$ cat src/rtl/exp_series_stage.sv
// exp_series_stage: e^A by truncated Taylor series on one shared multiplier, scaled by E = e^a.
// Ports:
//   CLK, rst (async active-low)       clock and reset
//   start                              capture request, honoured only in IDLE
//   FLOAT32_IN / A_IN / E_IN           e^b word, A = x - a (Q3.23), E = e^a (Q3.23)
//   ready                              high while IDLE
//   done                               one-cycle pulse when outputs update
//   FLOAT32_OUT / PRODUCT              captured e^b word, e^A * E (Q3.23, saturating)
//   d_state                            current state encoding
module exp_series_stage #(
  parameter int TERMS = 7
) (
  input  logic        CLK,
  input  logic        rst,
  input  logic        start,
  input  logic [31:0] FLOAT32_IN,
  input  logic [25:0] A_IN,
  input  logic [25:0] E_IN,
  output logic        ready,
  output logic        done,
  output logic [31:0] FLOAT32_OUT,
  output logic [25:0] PRODUCT,
  output logic [2:0]  d_state
);
  typedef enum logic [2:0] {IDLE = 3'd0, MUL_A = 3'd1, MUL_R = 3'd2, FINAL = 3'd3, DONE = 3'd4} state_t;
  state_t state, state_nx;
  logic [25:0] a_r, e_r, term, sum, recip, op_x, op_y, mul_q, sum_nx;
  logic [31:0] f_r;
  logic [2:0]  k;
  logic [51:0] prod;
  logic [26:0] add;
  always_comb begin
    recip = 26'h0;
    case (k)
      3'd1: recip = 26'h800000;
      3'd2: recip = 26'h400000;
      3'd3: recip = 26'h2AAAAA;
      3'd4: recip = 26'h200000;
      3'd5: recip = 26'h199999;
      3'd6: recip = 26'h155555;
      3'd7: recip = 26'h124924;
      default: recip = 26'h0;
    endcase
  end
  // Single multiplier: operands steered by state.
  assign op_x   = state == FINAL ? sum : term;
  assign op_y   = state == MUL_A ? a_r : state == FINAL ? e_r : recip;
  assign prod   = {26'b0, op_x} * {26'b0, op_y};
  assign mul_q  = |prod[51:49] ? 26'h3FFFFFF : prod[48:23];
  // The running sum accumulates the freshly scaled term, not the stored one.
  assign add    = {1'b0, sum} + {1'b0, mul_q};
  assign sum_nx = add[26] ? 26'h3FFFFFF : add[25:0];
  always_comb begin
    state_nx = state;
    case (state)
      IDLE:    state_nx = start ? MUL_A : IDLE;
      MUL_A:   state_nx = MUL_R;
      MUL_R:   state_nx = k == 3'(TERMS) ? FINAL : MUL_A;
      FINAL:   state_nx = DONE;
      DONE:    state_nx = IDLE;
      default: state_nx = IDLE;
    endcase
  end
  always_ff @(posedge CLK or negedge rst) begin
    if (!rst) begin
      state       <= IDLE;
      done        <= 1'b0;
      a_r         <= '0;
      e_r         <= '0;
      f_r         <= '0;
      term        <= '0;
      sum         <= '0;
      k           <= '0;
      PRODUCT     <= '0;
      FLOAT32_OUT <= '0;
    end else begin
      state <= state_nx;
      done  <= state == FINAL;
      case (state)
        IDLE: if (start) begin
          a_r  <= A_IN;
          e_r  <= E_IN;
          f_r  <= FLOAT32_IN;
          term <= 26'h800000;
          sum  <= 26'h800000;
          k    <= 3'd1;
        end
        MUL_A: term <= mul_q;
        MUL_R: begin
          term <= mul_q;
          sum  <= sum_nx;
          k    <= k + 3'd1;
        end
        FINAL: begin
          PRODUCT     <= mul_q;
          FLOAT32_OUT <= f_r;
        end
        default: ;
      endcase
    end
  end
  assign ready   = state == IDLE;
  assign d_state = state;
endmodule

$ cat config.mk
export PLATFORM = sky130hd
export DESIGN_NAME = exp_series_stage
export DESIGN_NICKNAME = d
export VERILOG_FILES = /design/src/rtl/exp_series_stage.sv
export SDC_FILE = /design/constraint.sdc
export NUM_CORES = 2
export LEC_CHECK = 0
export ABC_AREA = 1
export CAP_MARGIN = 15
export CORE_ASPECT_RATIO = 0.9
export CORE_MARGIN = 5
export CORE_UTILIZATION = 44
export CTS_BUF_LIST = sky130_fd_sc_hd__clkbuf_2
export CTS_CLUSTER_DIAMETER = 100
export DETAILED_ROUTE_END_ITERATION = 12
export PLACE_DENSITY = 0.72
export SLEW_MARGIN = 30
export SYNTH_ARGS = -nofsm -noshare
export SYNTH_HDL_FRONTEND = slang
export SYNTH_SLANG_ARGS = --single-unit
export TNS_END_PERCENT = 50
$ cat constraint.sdc
create_clock -name CLK -period 10.85 [get_ports CLK]
set_input_delay 1.085 -clock CLK [delete_from_list [all_inputs] [get_ports CLK]]
set_output_delay 1.085 -clock CLK [all_outputs]
set_load 0.01 [all_outputs]
Word-level counts from Yosys, hierarchy flattened
Cells that the tools add are included.

Register bits after elaboration: 201. Latch bits: 0. Memory bits (writable): 0. Memory bits (read-only): 0. Input port bits: 87. Output and inout port bits: 63. Logic and storage cells: 46. Memories: 0.

Add/sub/neg operators: 2. $mul: 1. Div/mod/pow operators: 0. Order comparisons: 0. Eq/ne operators: 11. Shift-type cells: 0. Multiplexer cells: 14. Bitwise gates (word level): 0. Reduce and logical (&&, ||, !) cells: 8.

Operators with widths (number): $pmux 24 s7 (1); $mux 26 (6); $pmux 26 s2 (2); $mul 26x26->52 (1); $add 26x26->27 (1); $eq 3x2->1 const B (4); $eq 3x3->1 const B (4); $pmux 3 s4 (1); $eq 3x1->1 const B (2); $pmux 3 s2 (1); $reduce_and 2->1 (3); $reduce_bool 2->1 (2); $add 3x1->3 const B (1); $logic_not 3->1 (1); $mux 3 (1); $reduce_or 3->1 (1); $mux 2 (1); $ne 2x2->1 const B (1); $reduce_or 2->1 (1); $mux 1 (1).

Depth between registers and ports, before layout
Word-level depth: 10. Depth in mapped cells: 55. Depth with buffers taken out: 53.

Worst setup path after synthesis
OpenSTA, ideal clock, no wires.

Path kind: register to register. From: register state[2], in the netlist d_state[2]. To: register sum[0]. Setup time: 0.083 ns. Data arrival time: 9.269 ns. Required time: 10.767 ns. Path slack: 1.498 ns. Cell stages (with the launch flop): 45. Buffers on the path: 5. Clock period less this slack: 9.352 ns. Cell sequence: dfrtp_1 > inv_2 > nand3_2 > clkbuf_1 > clkbuf_1 > o21ai_0 > o21ai_1 > clkbuf_1 > nand2_1 > fa_1 > inv_1 > fa_1 > inv_1 > fa_1 > fa_1 > inv_1 > fa_1 > fa_1 > [9 not listed] > nor2_1 > nand3_1 > nand2_2 > nor2_8 > buf_12 > nand2_4 > ha_1 > inv_1 > fa_1 > o21a_1 > o21ai_0 > nand3_1 > a21oi_1 > nand3_1 > nand2_1 > clkbuf_1 > o21ai_0 > o21ai_0.

Longest elaborated chain between the ends: 9. Elaborated cells on any way between the ends: 16. Classes of those cells: 1 x add/sub; 1 x mul; 4 x eq/ne; 6 x mux; 4 x reduce/logical.

RTL lines: start: declaration (RTL line 26) `state_t state, state_nx;`; start signal: assignment (RTL line 77) `state <= state_nx;`; $eq 3x2->1 (RTL line 46, 47); $mux 26 (2 in a row) (RTL line 47) `assign op_y = state == MUL_A ? a_r : state == FINAL ? e_r : recip;`; $mul 26x26->52 (*) (RTL line 48) `assign prod = {26'b0, op_x} * {26'b0, op_y};`; $reduce_or 3->1 (RTL line 49) `assign mul_q = |prod[51:49] ? 26'h3FFFFFF : prod[48:23];`; $mux 26 (*) (RTL line 49); via mul_q[0] (RTL line 27) `logic [25:0] a_r, e_r, term, sum, recip, op_x, op_y, mul_q, sum_nx;`; $add 26x26->27 (*) (RTL line 51) `assign add = {1'b0, sum} + {1'b0, mul_q};`; $mux 26 (*) (RTL line 52) `assign sum_nx = add[26] ? 26'h3FFFFFF : add[25:0];`; $pmux 26 s2 (*) (RTL line 79) `case (state)`; end signal: assignment (RTL line 91) `sum <= sum_nx;`; end: declaration (RTL line 27).

The timed path passes the listed nets; every way through them passes the cells marked *. A chain may end at the register's enable or synchronous reset.

Final worst setup path
From: register state[0], in the netlist d_state[0]. To: register sum[25].

Same word-level chain as after synthesis.

==> results.yml <==
floorplan:
  die-width_um: 296
  start_util_pct: 44.4
  io_pins: 150
  die_area_um2: 79400
  fp.dieH_um: 268
  core.rowCount: 94
  coreArea_um2: 73200
cts:
  cts_tree: "yes"
  clock_latency_ps: 900
  cts_hold_buffers: 0
  cts.sinks: 201
  cts_buffers: 51
  clockBufferDepth: 3
  clk_pin_slew_ps: 100
  clockRootBuffer: "clkbuf_2"
  cts_max_level: 2
logic_synthesis:
  yosysSeqAreaShare_pct: 15.5
  synth_edf_count: 0
  yosysWarnings: 0
  yosys.area.top_type: "fa_1"
  ys.flop_type: "dfrtp_1"
  synthTopCellsByArea: "fa_1, dfrtp_1, nand2_1"
  syn-num-nets: 5051
  netlist_top_cells_count: "nand2_1, inv_1, fa_1, nor2_1, ha_1"
  syn_avg_cell_area_um2: 7.79
  yosys_register_bits: 201
  syn_inst: 4170
  yosysMostFrequentCell: "nand2_1"
  syn_area_um2: 32500
  synthArstFlopShare_pct: 100
  synth_cell_types: 48
  synth_top_area_share_pct: 35.4
grt:
  grt_max_degree: 120
  grt_pass1_vias: 28700
  grt_use_met2_pct: 41.4
  grt.busiest_layer: "met2"
  antenna_found_initial: 7
  grt_pass1_wl_mm: 163
  grt_use_total_pct: 26.5
  grt-ovfl-total: 0
  grt_use_met3_pct: 7.77
  grt_use_met1_pct: 35.5
worst_setup_path:
  cpPeakStageDelay_ps: 580
  slowest_stage: "fa_1"
  cp.arrival_ps: 11160
  endpoint_kind: "register"
  cp.buffers_inverters: 9
  path_class: "reg2reg"
  worstSetupStartpointType: "register"
  critPathRequiredTime_ps: 11680
  critical_path.top_delay_family: "adder cells"
  cp_max_fo: 17
finish:
  drive_above_1_share_pct: 6.87
  layout.nets: 5238
  area_growth_pct: 11.6
flow_run:
  maxCapViolCount: 0
timing:
  worst_slew_pin_slew_ps: 931
  rsz0062_at_grt: "no"
  fin_crit_ps: 10330
  fin_skew_ps: 105
  slew_headroom_pct: 37.9
  fin_crit_sh_pct: 95.2
  setup_viol: 0
  fin_setup_tns_ps: 0
  hold_viol_final: 0
  fmax_ghz: 0.0968
  slew_violations: 0
detailed_routing:
  drtIter0Drc: 2382
  vias_per_cell: 5.21
  vias: 27900
  drc_errors: 0
  ant_nets: 0
  firstDrtPassIters: 6
  detail_route.wl_per_cell_um: 19.3
  routed_wl_mm: 103
min_path:
  hold_path.class: "in2async"
status:
  status: "finished clean"
place:
  gp_congestion: 1.01
  port-buffer-count: 149
  hpwl_mm: 85.3
worst reg2reg max path, delay by kind of cell (launching register included):
family                   cells  cell delay (ps)
AO/OA/AOI/OAI                8             1520
adder cells (fa/ha/maj)      9             4340
buffers and inverters        9             1530
flip-flops                   1              530
AND/OR/NAND/NOR             18             2450
final timing paths:
check,startpoint,end,slack (ps),cells after the start
min in group CLK,f_r[31],FLOAT32_OUT[31],430,2
min reg2reg,f_r[31],FLOAT32_OUT[31],430,2
max,d_state[0],sum[25],520,44
max in group asynchronous,rst,a_r[12],9410,2
min,rst,FLOAT32_OUT[25],170,1
max reg2reg,d_state[0],sum[25],520,44
cells in the final DEF, fill, tap and decap left out, types with 3 or more instances in the layout:
| cell type | netlist | final |
|---|---|---|
| o21ai_1 | 17 | 17 |
| nand2_2 | 13 | 14 |
| nand3_1 | 53 | 52 |
| clkinvlp_4 | 0 | 8 |
| or2_2 | 12 | 12 |
| diode_2 | 0 | 8 |
| o211ai_1 | 13 | 13 |
| a211oi_1 | 4 | 4 |
| o21ai_2 | 3 | 16 |
| xnor2_1 | 10 | 10 |
| nor4_1 | 8 | 8 |
| buf_4 | 2 | 122 |
| dfrtp_1 | 201 | 200 |
| nand2_4 | 20 | 20 |
| nand4_1 | 8 | 8 |
| clkinv_1 | 15 | 12 |
| inv_1 | 1025 | 1021 |
| nor2_1 | 353 | 352 |
| xor2_1 | 28 | 27 |
| nor3_1 | 16 | 15 |
| clkdlybuf4s50_1 | 0 | 148 |
| nand2_1 | 1073 | 1072 |
| buf_12 | 2 | 5 |
| nand3_2 | 3 | 4 |
| o21ai_0 | 194 | 179 |
| o22ai_1 | 3 | 3 |
| a31oi_1 | 10 | 10 |
| inv_2 | 2 | 3 |
| fa_1 | 574 | 574 |
| ha_1 | 220 | 220 |
| clkbuf_2 | 1 | 74 |
| o21a_1 | 6 | 6 |
| o21bai_1 | 10 | 10 |
| a21o_1 | 13 | 13 |
| a21oi_1 | 98 | 97 |
registers in the layout, summed over array words and instances, names as in the netlist:
name         cells
f_r             32
e_r             26
sum             26
FLOAT32_OUT     32
d_state          3
k                3
done             1
a_r             26
term            26
PRODUCT         26
repair_timing:
| action | CTS | global route |
|---|---|---|
| resized for setup | 0 | 22 |
| setup endpoints to repair | 0 | 26 |
| setup buffers | 0 | 12 |
layout make-up:
class | instances | area, um^2
Antenna cell | 8 | 20.0
Clock buffer | 74 | 370
Clock inverter | 6 | 58.8
Fill cell | 7067 | 36900
Inverter | 1042 | 3940
Multi-Input combinational cell | 2782 | 23100
Sequential cell | 201 | 5030
Tap cell | 960 | 1200
Timing Repair Buffer | 279 | 2560
kinds of logic after synthesis:
| family | count (synthesis) | synth area share (%) |
|---|---|---|
| fa+ha+maj | 794 | 43.8 |
| compound gates | 383 | 6.46 |
| buf+inv | 1188 | 13.9 |
| flops | 201 | 15.5 |
| xor+xnor | 38 | 1.02 |
| simple gates | 1566 | 19.4 |
per-stage QoR:
stage          utilization, %  instance area (um^2)  instances  hold WS [ps]  worst slack [ps]
2_1_floorplan               -                 32500       4170           441              1500
3_3_place_gp             48.7                 35600       5250           457               316
3_5_place_dp             48.7                 35600       5250           462               159
4_1_cts                  49.3                 36000       5330           324               188
5_1_grt                  49.6                 36300       5346           130              13.6
6_report                 49.6                 36300       5352           169               523
metal layers:
metal	share of wire, %	routed length [um]
met2	45	46300
met4	3.9	4090
met1	40	41200
met3	11	11800
met5	0.0077	8
Power is left out: the tool's default activity adds up to more than one toggle a clock period on the data nets, which glitch-free logic cannot reach.
